File: config.mk
export PLATFORM = sky130hd
export DESIGN_NAME = load_store_unit
export DESIGN_NICKNAME = d
export VERILOG_FILES = /design/src/rtl/load_store_unit.sv
export SDC_FILE = /design/constraint.sdc
export NUM_CORES = 1
export LEC_CHECK = 0
export BUFFER_PORTS_ARGS = -buffer_cell sky130_fd_sc_hd__buf_2
export CAP_MARGIN = 20
export CORE_ASPECT_RATIO = 0.6
export CORE_MARGIN = 2
export CORE_UTILIZATION = 35
export DETAILED_ROUTE_END_ITERATION = 16
export GPL_TIMING_DRIVEN = 0
export PLACE_DENSITY = 0.59
export SLEW_MARGIN = 0
export SYNTH_ARGS = -nofsm -noshare
export SYNTH_HDL_FRONTEND = slang
export SYNTH_SLANG_ARGS = --single-unit
File: constraint.sdc
create_clock -name clk -period 3.7 [get_ports clk]
set_input_delay 0.37 -clock clk [delete_from_list [all_inputs] [get_ports clk]]
set_output_delay 0.37 -clock clk [all_outputs]
set_load 0.01 [all_outputs]
File: src/rtl/load_store_unit.sv
// load_store_unit: sequences word/half/byte loads and stores onto a word-wide data memory,
// using read-modify-write for sub-word stores.
module load_store_unit (
  input  logic        clk,
  input  logic        rst_n,
  input  logic        req_valid,
  output logic        req_ready,
  input  logic [2:0]  req_op,
  input  logic [31:0] req_addr,
  input  logic [31:0] req_wdata,
  output logic        resp_valid,
  output logic [31:0] resp_rdata,
  output logic        resp_misalign,
  output logic        stall,
  output logic        mem_we,
  output logic [31:0] mem_addr,
  output logic [31:0] mem_wdata,
  input  logic [31:0] mem_rdata
);
  localparam logic [2:0] OP_LW = 3'd0, OP_LH = 3'd1, OP_LHU = 3'd2, OP_LB = 3'd3, OP_LBU = 3'd4;
  localparam logic [2:0] OP_SW = 3'd5, OP_SH = 3'd6, OP_SB = 3'd7;
  typedef enum logic [2:0] {IDLE, LOAD, RMW, WRITE, RESP} state_t;
  state_t      r_state, w_next;
  logic [2:0]  r_op;
  logic [31:0] r_addr, r_wdata, r_rdata;
  logic        r_misalign;
  logic        w_accept, w_misalign, w_byte;
  logic [1:0]  w_lane;
  logic [4:0]  w_sh;
  logic [15:0] w_lo;
  logic [31:0] w_mask, w_merge, w_load;
  assign w_accept   = req_valid && r_state == IDLE;
  assign w_misalign = (req_op == OP_LW || req_op == OP_SW) ? req_addr[1:0] != 2'b00 :
                      (req_op == OP_LH || req_op == OP_LHU || req_op == OP_SH) ? req_addr[0] : 1'b0;
  // Byte ops select lane addr[1:0]; halfword ops select lane {addr[1],0}.
  assign w_byte  = r_op == OP_LB || r_op == OP_LBU || r_op == OP_SB;
  assign w_lane  = w_byte ? r_addr[1:0] : {r_addr[1], 1'b0};
  assign w_sh    = {w_lane, 3'b000};
  assign w_lo    = 16'(mem_rdata >> w_sh);
  assign w_mask  = (w_byte ? 32'h0000_00FF : 32'h0000_FFFF) << w_sh;
  assign w_merge = (mem_rdata & ~w_mask) | ((r_wdata << w_sh) & w_mask);
  assign w_load  = r_op == OP_LH  ? {{16{w_lo[15]}}, w_lo} :
                   r_op == OP_LHU ? {16'h0000, w_lo} :
                   r_op == OP_LB  ? {{24{w_lo[7]}}, w_lo[7:0]} :
                   r_op == OP_LBU ? {24'h000000, w_lo[7:0]} : mem_rdata;
  assign resp_rdata = r_rdata;
  always_ff @(posedge clk or negedge rst_n)
    if (!rst_n) r_state <= IDLE;
    else        r_state <= w_next;
  always_ff @(posedge clk or negedge rst_n)
    if (!rst_n) begin
      r_op       <= '0;
      r_addr     <= '0;
      r_wdata    <= '0;
      r_rdata    <= '0;
      r_misalign <= 1'b0;
    end else if (w_accept) begin
      r_op       <= req_op;
      r_addr     <= req_addr;
      r_wdata    <= req_wdata;
      r_rdata    <= '0;
      r_misalign <= w_misalign;
    end else if (r_state == LOAD) begin
      r_rdata    <= w_load;
    end else if (r_state == RMW) begin
      r_wdata    <= w_merge;
    end
  always_comb begin
    w_next = r_state;
    case (r_state)
      IDLE:    if (req_valid) w_next = w_misalign ? RESP : req_op < OP_SW ? LOAD : req_op == OP_SW ? WRITE : RMW;
      LOAD:    w_next = RESP;
      RMW:     w_next = WRITE;
      WRITE:   w_next = RESP;
      default: w_next = IDLE;
    endcase
  end
  always_comb begin
    req_ready     = r_state == IDLE;
    stall         = r_state != IDLE;
    resp_valid    = r_state == RESP;
    resp_misalign = r_state == RESP && r_misalign;
    mem_we        = r_state == WRITE;
    mem_addr      = (r_state == LOAD || r_state == RMW || r_state == WRITE) ? {r_addr[31:2], 2'b00} : '0;
    mem_wdata     = r_state == WRITE ? r_wdata : '0;
  end
endmodule

==> results.tsv, run 1 <==
metric	value	unit
grt_first_pass_wirelength	32200	um
synthArstFlopShare	100	%
grt_use_met2	31.3	%
clock_path_buffers	2	
cts.sinks	103	
routed_via_density	5.26	
synthToLayoutAreaGrowth	28.2	%
setup_viol	0	
synth_commonest_cells	nand2_1 (137), dfrtp_1 (103), and2_1 (65)	
fin_tns_setup	0	ps
die_h	104	um
cp_max_fo	10	
vias	5959	
clkSlewWorstSetupHoldPaths	80	ps
worstMarginPinSlew	1110	ps
pre_cts_slack	1230	ps
drc	0	
io-pin-count	203	
place_congestion	0.894	
powerDensity	846	mW/mm2
yosysWarningCount	0	
nets	1002	
insertion_delay	350	ps
grt.total_usage	23.7	%
worst_ep_required_time	3330	ps
drive_above_1_share	27.7	%
slew_headroom	25.9	%
nFillCells	1633	
ys_top_cells_by_area	dfrtp_1 (44%), nand2_1 (8.8%), and2_1 (7.0%)	
synth_edf_count	0	
min_path_type	input port to flip-flop	
synth_most_common_cell	nand2_1	
wl	21200	um
critPathCaptureType	output pin	
met3_usage	8.14	%
outcome	finished, final reports clean	
use_met1	35.7	%
finalCritPeriodShare	79.2	%
maxCapViolCount	0	
yosysTopAreaCell	dfrtp_1	
startpoint_type	flip-flop	
port_buffers	200	
start_util	35.8	%
slowest_stage	nor3b_1	
synth.cell_area	0.00583	mm2
synthCells	686	
grt_overflow	0	
gr-max-usage-layer	met1	
htreeDepth	3	
dieArea	0.0177	mm2
drtAntennaViolNets	0	
die_w	171	um
drv_slew	0	
register_area	0.00258	mm2
first_global_vias	5677	
rows	36	
min_period	2930	ps
cp.arrival	2560	ps
cts_root_buf	clkbuf_16	
finalClockSkew	8.61	ps
firstDrtPassIters	5	
cts_buffers	9	
hold_violations	0	
critical_path_class	flip-flop to output pin	
synth-seq-cells	103	
ys_seq_area_share	44.2	%
wire_per_inst	18.8	um
tritoncts	done	
synth_cell_type_count	48	
coreArea	0.0163	mm2
post-dp-hpwl	16500	um
path_cells	inv_1, nor3b_1, clkbuf_1, and2_1, buf_2	
rsz0062_at_grt	false	
avgSynthCellArea	8.49	um2
multi_input_comb_area	0.00299	mm2
grt_max_degree	69	
p_leak	3.83	nW
p_total	6.32	mW
vdd_ir_drop_max	0.325	mV
yosys.area.top_type_share	44.2	%
fmax	341	MHz
drtIter0Drc	508	
antenna_found_initial	2	
diodes	0	
synth_top_flop_cell	dfrtp_1	
setup_slack	770	ps
cp_slowest_stage_delay	920	ps
worst max-delay path: cells and delay by family (launching register included):
family	cells	cell delay (ps)
AND/OR/NAND/NOR	2	1150
buffers and inverters	3	640
flip-flops	1	420
power breakdown:
| part | leakage (nW) | switching [mW] | internal [mW] | total (mW) |
|---|---|---|---|---|
| Sequential | 1.29 | 0.348 | 1.65 | 1.99 |
| Combinational | 2.39 | 2.06 | 1.25 | 3.30 |
| Clock | 0.150 | 0.478 | 0.542 | 1.02 |
| Total | 3.83 | 2.89 | 3.43 | 6.32 |
stage by stage:
stage	cells	hold WS [ps]	cell area (um2)	utilization (%)
after CTS	1133	194	7470	45.9
after floorplan	687	74.4	5830	-
after global routing	1133	206	7470	45.9
after detailed placement	1116	366	7150	44.0
after global placement	1115	449	7120	43.8
final	1133	198	7470	45.9
cells by family (layout without fill, tap and decap cells):
logic type      after synthesis  in the layout  share of synthesized area (%)
compound gates              170            170                           20.5
xor+xnor                      3              3                          0.580
buf+inv                      55            273                           4.51
flops                       103            103                           44.2
mux                          12             12                           2.06
other cells                   1              2                         0.0644
simple gates                342            342                           28.1
final cells by class:
class	instances	area share, %
buffer	48	3.17
clock buffer	9	3.02
clock inverter	7	1.16
inverter	7	0.352
multi-input combinational	529	40.0
sequential	103	34.5
tap	228	3.82
timing repair buffer	202	13.9
worst paths after layout:
check | slack [ps] | cells after the start | endpoint | startpoint
worst max-delay path | 770 | 5 | mem_wdata[15] | r_state[1]
worst min register to register | 470 | 2 | r_addr[23] | r_addr[23]
min in group asynchronous | 510 | 2 | resp_rdata[25] | rst_n
worst max register to register | 1270 | 6 | r_wdata[5] | r_state[2]
worst min-delay path | 200 | 3 | r_addr[11] | req_addr[11]
max in group asynchronous | 2470 | 3 | r_addr[1] | rst_n
metal layers:
layer	share of wire [%]	wire length (um)
met5	0.12	26
met4	2.2	461
met3	12	2520
met2	39	8200
met1	47	10000
what timing repair did:
action,in CTS,in global routing
setup buffers,0,0
hold buffers,1,0
gates resized for setup,0,0
hold endpoints to repair,18,0
cells in the final DEF, fill, tap and decap left out, drive strengths merged, types with 7 or more instances in the layout:
| cell | Yosys | final |
|---|---|---|
| and3 | 10 | 10 |
| o221a | 7 | 7 |
| buf | 18 | 219 |
| o31ai | 8 | 8 |
| mux2i | 12 | 12 |
| inv | 6 | 10 |
| dfrtp | 103 | 103 |
| and2 | 65 | 65 |
| a21oi | 26 | 26 |
| o211ai | 8 | 8 |
| nor2 | 59 | 59 |
| nand2 | 138 | 138 |
| nand2b | 16 | 16 |
| nor3 | 38 | 38 |
| o21ai | 45 | 45 |
| clkbuf | 30 | 39 |
| a221o | 16 | 16 |
| o22ai | 15 | 15 |
| a22oi | 16 | 16 |
| nor2b | 8 | 8 |
| o21a | 9 | 9 |
| o31a | 8 | 8 |
(Power assumes the default switching activity.)
==> inputs of run 2 (changes only) <==
PLACE_DENSITY = 0.62   (was 0.59)
clock period = 2.4 ns   (was 3.7 ns; I/O delays follow)
==> run 2 against run 1 <==
  * Cell count is 0.26% higher
  * Worst setup slack got worse by 600 ps
  * Via count down 0.27%
  * First-iteration DRC count is 28% higher
  * Total power rose by 55%
  * Die area unchanged
  * Clock skew is essentially flat
  * Worst hold slack lost 130 ps
  * Core utilization rose by 0.24 points
  * Register-to-register slack worse by 1100 ps
  * Sequential share of layout area fell by 0.18 points
==> results.tsv, run 2 (synthesis results as in run 1) <==
metric	value	unit
outcome	finished, final reports clean	
cp_max_fo	10	
port_buffers	200	
insertion_delay	350	ps
slowest_stage	clkbuf_1	
drv_slew	0	
grt_first_pass_wirelength	32600	um
drtIter0Drc	648	
dp_cells	1116	
finalClockSkew	9.03	ps
post-cts-setup-buffers	0	
wire_per_inst	18.9	um
cts_buffers	9	
rows	36	
layout_commonest_cell	buf_2	
grt_max_degree	62	
critPathCaptureType	flip-flop	
fin_cells	1136	
drc	0	
post-dp-hpwl	16800	um
place_congestion	0.936	
grt.total_usage	23.9	%
rsz0062_at_grt	false	
clkSlewWorstSetupHoldPaths	80	ps
coreArea	0.0163	mm2
finalCritPeriodShare	92.8	%
worst_hold_path.num_cells	3	
antenna_found_initial	3	
worstMarginPinSlew	1030	ps
powerDensity	1300	mW/mm2
cts.sinks	103	
grt_overflow	0	
hold_violations	0	
fmax	449	MHz
startpoint_type	flip-flop	
reg2reg_depth	7	
maxCapViolCount	0	
nFillCells	1678	
cts_root_buf	clkbuf_16	
setup_viol	0	
vdd_ir_drop_max	0.469	mV
min_path_type	input port to flip-flop	
routed_via_density	5.23	
cp.arrival	2480	ps
start_util	35.8	%
critical_path_class	flip-flop to flip-flop	
first_global_vias	5530	
drtAntennaViolNets	0	
cp.depth	7	
nets	1002	
crit_buf_inv	3	
drive_above_1_share	29.0	%
crit_family	buffers and inverters	
worstReg2RegStart	r_state[2]	
min_period	2230	ps
clock_path_buffers	2	
tritoncts	done	
final_cell_mix	buf_2 (205), nand2_1 (137), dfrtp_1 (103)	
htreeDepth	3	
wl	21400	um
io-pin-count	203	
path_cells	buf_2, nor2_1, and3_1, clkbuf_1, clkbuf_1, a22oi_1, o31ai_1	
synthToLayoutAreaGrowth	28.8	%
hp-start	req_addr[13]	
cp_slowest_stage_delay	490	ps
cp-startpoint	r_state[2]	
die_w	171	um
worst_ep_required_time	2650	ps
slew_headroom	31.3	%
die_h	104	um
dieArea	0.0177	mm2
vias	5943	
postLayoutCoreUtil	46.2	%
firstDrtPassIters	5	
p_leak	3.86	nW
crit_path_frequent_cell	clkbuf_1	
run 2: repair_timing:
action                                 in CTS  in global routing
gates resized for setup                     2                 17
hold buffers                                1                  0
endpoints found under the hold margin      42                  0
setup endpoints to repair                  60                 75
run 2: layout make-up:
cell class | count | area [um2] | share of cell area (%)
plain buffers | 48 | 246 | 3.28
clock inverters | 7 | 85.1 | 1.13
multi-input cells | 529 | 3010 | 40.1
well taps | 228 | 285 | 3.80
flip-flops and latches | 103 | 2580 | 34.3
inverters | 7 | 26.3 | 0.350
diodes | 3 | 7.51 | 0.100
clock buffers | 9 | 225 | 3.00
repair buffers | 202 | 1040 | 13.9
run 2: worst register-to-register path, delay by kind of cell, from the launching register on:
| kind | cells | cell delay (ps) |
|---|---|---|
| AOI/OAI and AO/OA | 2 | 280 |
| DFF | 1 | 380 |
| and+or+nand+nor | 2 | 350 |
| buffers and inverters | 3 | 1110 |
run 2: stage by stage:
| step | worst slack (ps) | hold slack (ps) | total power [mW] | cell area [um2] | TNS (ps) |
|---|---|---|---|---|---|
| 2_1_floorplan | 631 | -55.6 | 6.33 | 5830 | 0 |
| 3_3_place_gp | -143 | 432 | 8.08 | 7120 | -13320 |
| 3_5_place_dp | 84.0 | 280 | 8.13 | 7150 | 0 |
| 4_1_cts | 11.0 | 67.0 | 9.70 | 7470 | 0 |
| 5_1_grt | 9.09 | 75.8 | 10.5 | 7500 | 0 |
| 6_report | 174 | 71.3 | 9.78 | 7510 | 0 |
run 2: where the power goes:
| part | switching, mW | internal [mW] |
|---|---|---|
| Combinational | 3.18 | 1.95 |
| Sequential | 0.555 | 2.54 |
| Clock | 0.724 | 0.833 |
| Total | 4.46 | 5.32 |
run 2: final timing paths:
| path | end | slack, ps |
|---|---|---|
| worst max-delay path | flip-flop | 170 |
| min in group asynchronous | resp_rdata[25] | 440 |
| worst min-delay path | r_addr[13] | 70 |
| worst max register to register | flip-flop | 170 |
| max in group asynchronous | resp_rdata[3] | 1250 |
| worst min register to register | r_addr[21] | 470 |
run 2: per-layer routing:
| metal | share of wire, % | track usage (%) | wire length [um] | vias up |
|---|---|---|---|---|
| li1 | - | - | - | 2802 |
| met1 | 50 | 38.5 | 10700 | 2816 |
| met2 | 39 | 31.8 | 8340 | 310 |
| met3 | 11 | 6.24 | 2300 | 15 |
| met5 | 0 | 0 | 0 | - |
| met4 | 0.69 | 3.72 | 148 | 0 |
==> inputs of run 3 (changes only) <==
CORE_UTILIZATION = 46   (was 35)
PLACE_DENSITY = 0.77   (was 0.62)
==> run 3 against run 2 <==
  * Critical path type is now flip-flop to output pin
  * Cell count down 5.7%
  * Global-route usage grew 4.6 points
  * Core utilization is 15 points higher
  * Sequential power is essentially flat
  * Sequential cell count unchanged
  * Combinational power barely moved
  * Clock power barely moved
  * Register-to-register slack improved by 20 ps
  * Non-clock buffer count unchanged
  * Clock-buffer cell count rose by 2
  * Fmax is 0.34% lower
==> results.tsv, run 3 (synthesis results as in run 1) <==
metric	value	unit
maxCapViolCount	0	
vdd_ir_drop_max	0.517	mV
post-cts-setup-buffers	0	
rsz0062_at_grt	false	
die_h	91.2	um
wl	19800	um
drtIter0Drc	738	
grt_max_degree	69	
p_leak	3.86	nW
post-dp-hpwl	15200	um
setup_viol	0	
final_cell_mix	buf_2 (205), nand2_1 (137), dfrtp_1 (103)	
die_w	149	um
min_period	2230	ps
clock_path_buffers	2	
drc	0	
grt_overflow	0	
htreeDepth	3	
firstDrtPassIters	6	
layout_commonest_cell	buf_2	
design_area	0.00742	mm2
cp.arrival	1990	ps
first_global_vias	5375	
worstMarginPinSlew	929	ps
drtAntennaViolNets	0	
dieArea	0.0136	mm2
grt_first_pass_wirelength	29800	um
holdWs	73.5	ps
wire_per_inst	18.5	um
worst_ep_required_time	2160	ps
slew_headroom	37.6	%
rows	31	
port_buffers	200	
fin_cells	1071	
drv_slew	0	
io-pin-count	203	
min_path_type	input port to flip-flop	
finalCritPeriodShare	93.1	%
cts.sinks	103	
cts_buffers	9	
clkSlewWorstSetupHoldPaths	70	ps
hold_violations	0	
place_congestion	0.996	
outcome	finished, final reports clean	
critPathCaptureType	output pin	
synthToLayoutAreaGrowth	27.4	%
start_util	47.7	%
cts_root_buf	clkbuf_16	
powerDensity	1320	mW/mm2
fmax	448	MHz
fin_tns_setup	0	ps
startpoint_type	flip-flop	
routed_via_density	5.63	
grt.total_usage	28.5	%
cp_max_fo	10	
critical_path_class	flip-flop to output pin	
coreArea	0.0122	mm2
tritoncts	done	
finalClockSkew	8.70	ps
vias	6034	
antenna_found_initial	1	
insertion_delay	350	ps
drive_above_1_share	28.7	%
setup_slack	166	ps
nets	1002	
dp_cells	1053	
place_area	0.00707	mm2
pre_cts_slack	55.3	ps
==> run 3: changes by cell type in the layout (fill, tap and decap cells not counted) <==
| cell | before | now |
|---|---|---|
| clkinvlp_4 | 0 | 1 |
| inv_8 | 1 | 0 |
| nor3_2 | 1 | 0 |
| inv_6 | 3 | 1 |
| clkbuf_2 | 8 | 7 |
| clkbuf_8 | 0 | 2 |
| clkbuf_1 | 22 | 23 |
| nor3_1 | 37 | 38 |
| diode_2 | 3 | 1 |
==> run 3: what timing repair did <==
item	4_1_cts	5_1_grt
setup endpoints to repair	40	48
hold endpoints to repair	35	0
gates resized for setup	3	13
pin swaps	0	0
hold buffers	1	0
==> run 3: final timing paths <==
check | start | endpoint | slack, ps | depth (start not counted)
setup reg to reg | r_state[2] | flip-flop | 190 | 7
max in group asynchronous | rst_n | r_op[0] | 1310 | 3
hold / removal | req_addr[8] | r_addr[8] | 70 | 3
hold reg to reg | r_addr[13] | r_addr[13] | 470 | 2
min in group asynchronous | rst_n | resp_rdata[29] | 390 | 2
setup / recovery | r_state[1] | mem_wdata[15] | 170 | 5
==> run 3: where the power goes <==
group,total [mW],switching (mW),internal [mW],leakage (nW)
registers,3.08,0.538,2.54,1.29
clock network,1.56,0.685,0.874,0.152
logic,5.13,3.18,1.95,2.41
==> run 3: metrics by stage <==
step / util [%] / total power [mW]
final: 60.8 / 9.77
after floorplan: - / 6.33
after detailed placement: 57.8 / 8.06
after global placement: 57.6 / 7.97
after global routing: 60.7 / 10.4
after CTS: 60.6 / 9.63
==> run 3: worst max-delay path, cell delays in order (launching register included) <==
cell and delay [ps]:
dfrtp_1 410, inv_1 160, nor3b_4 420, clkbuf_2 290, and2_1 200, buf_2 150
==> run 3: cell type report <==
type / instances / area (um2)
Antenna cell: 1 / 2.50
Clock inverter: 5 / 63.8
Sequential cell: 103 / 2580
Buffer: 48 / 245
Clock buffer: 11 / 253
Multi-Input combinational cell: 529 / 3010
Fill cell: 1102 / 4790
Inverter: 7 / 26.3
Timing Repair Buffer: 202 / 1040
Tap cell: 165 / 206
==> run 3: layer usage <==
metal / vias to the layer above / share of wire (%) / global-route usage (%)
li1: 2812 / - / -
met1: 2818 / 47 / 44.9
met2: 376 / 41 / 39.4
met3: 28 / 11 / 6.93
met4: 0 / 1.1 / 5.32
met5: - / 0 / 0
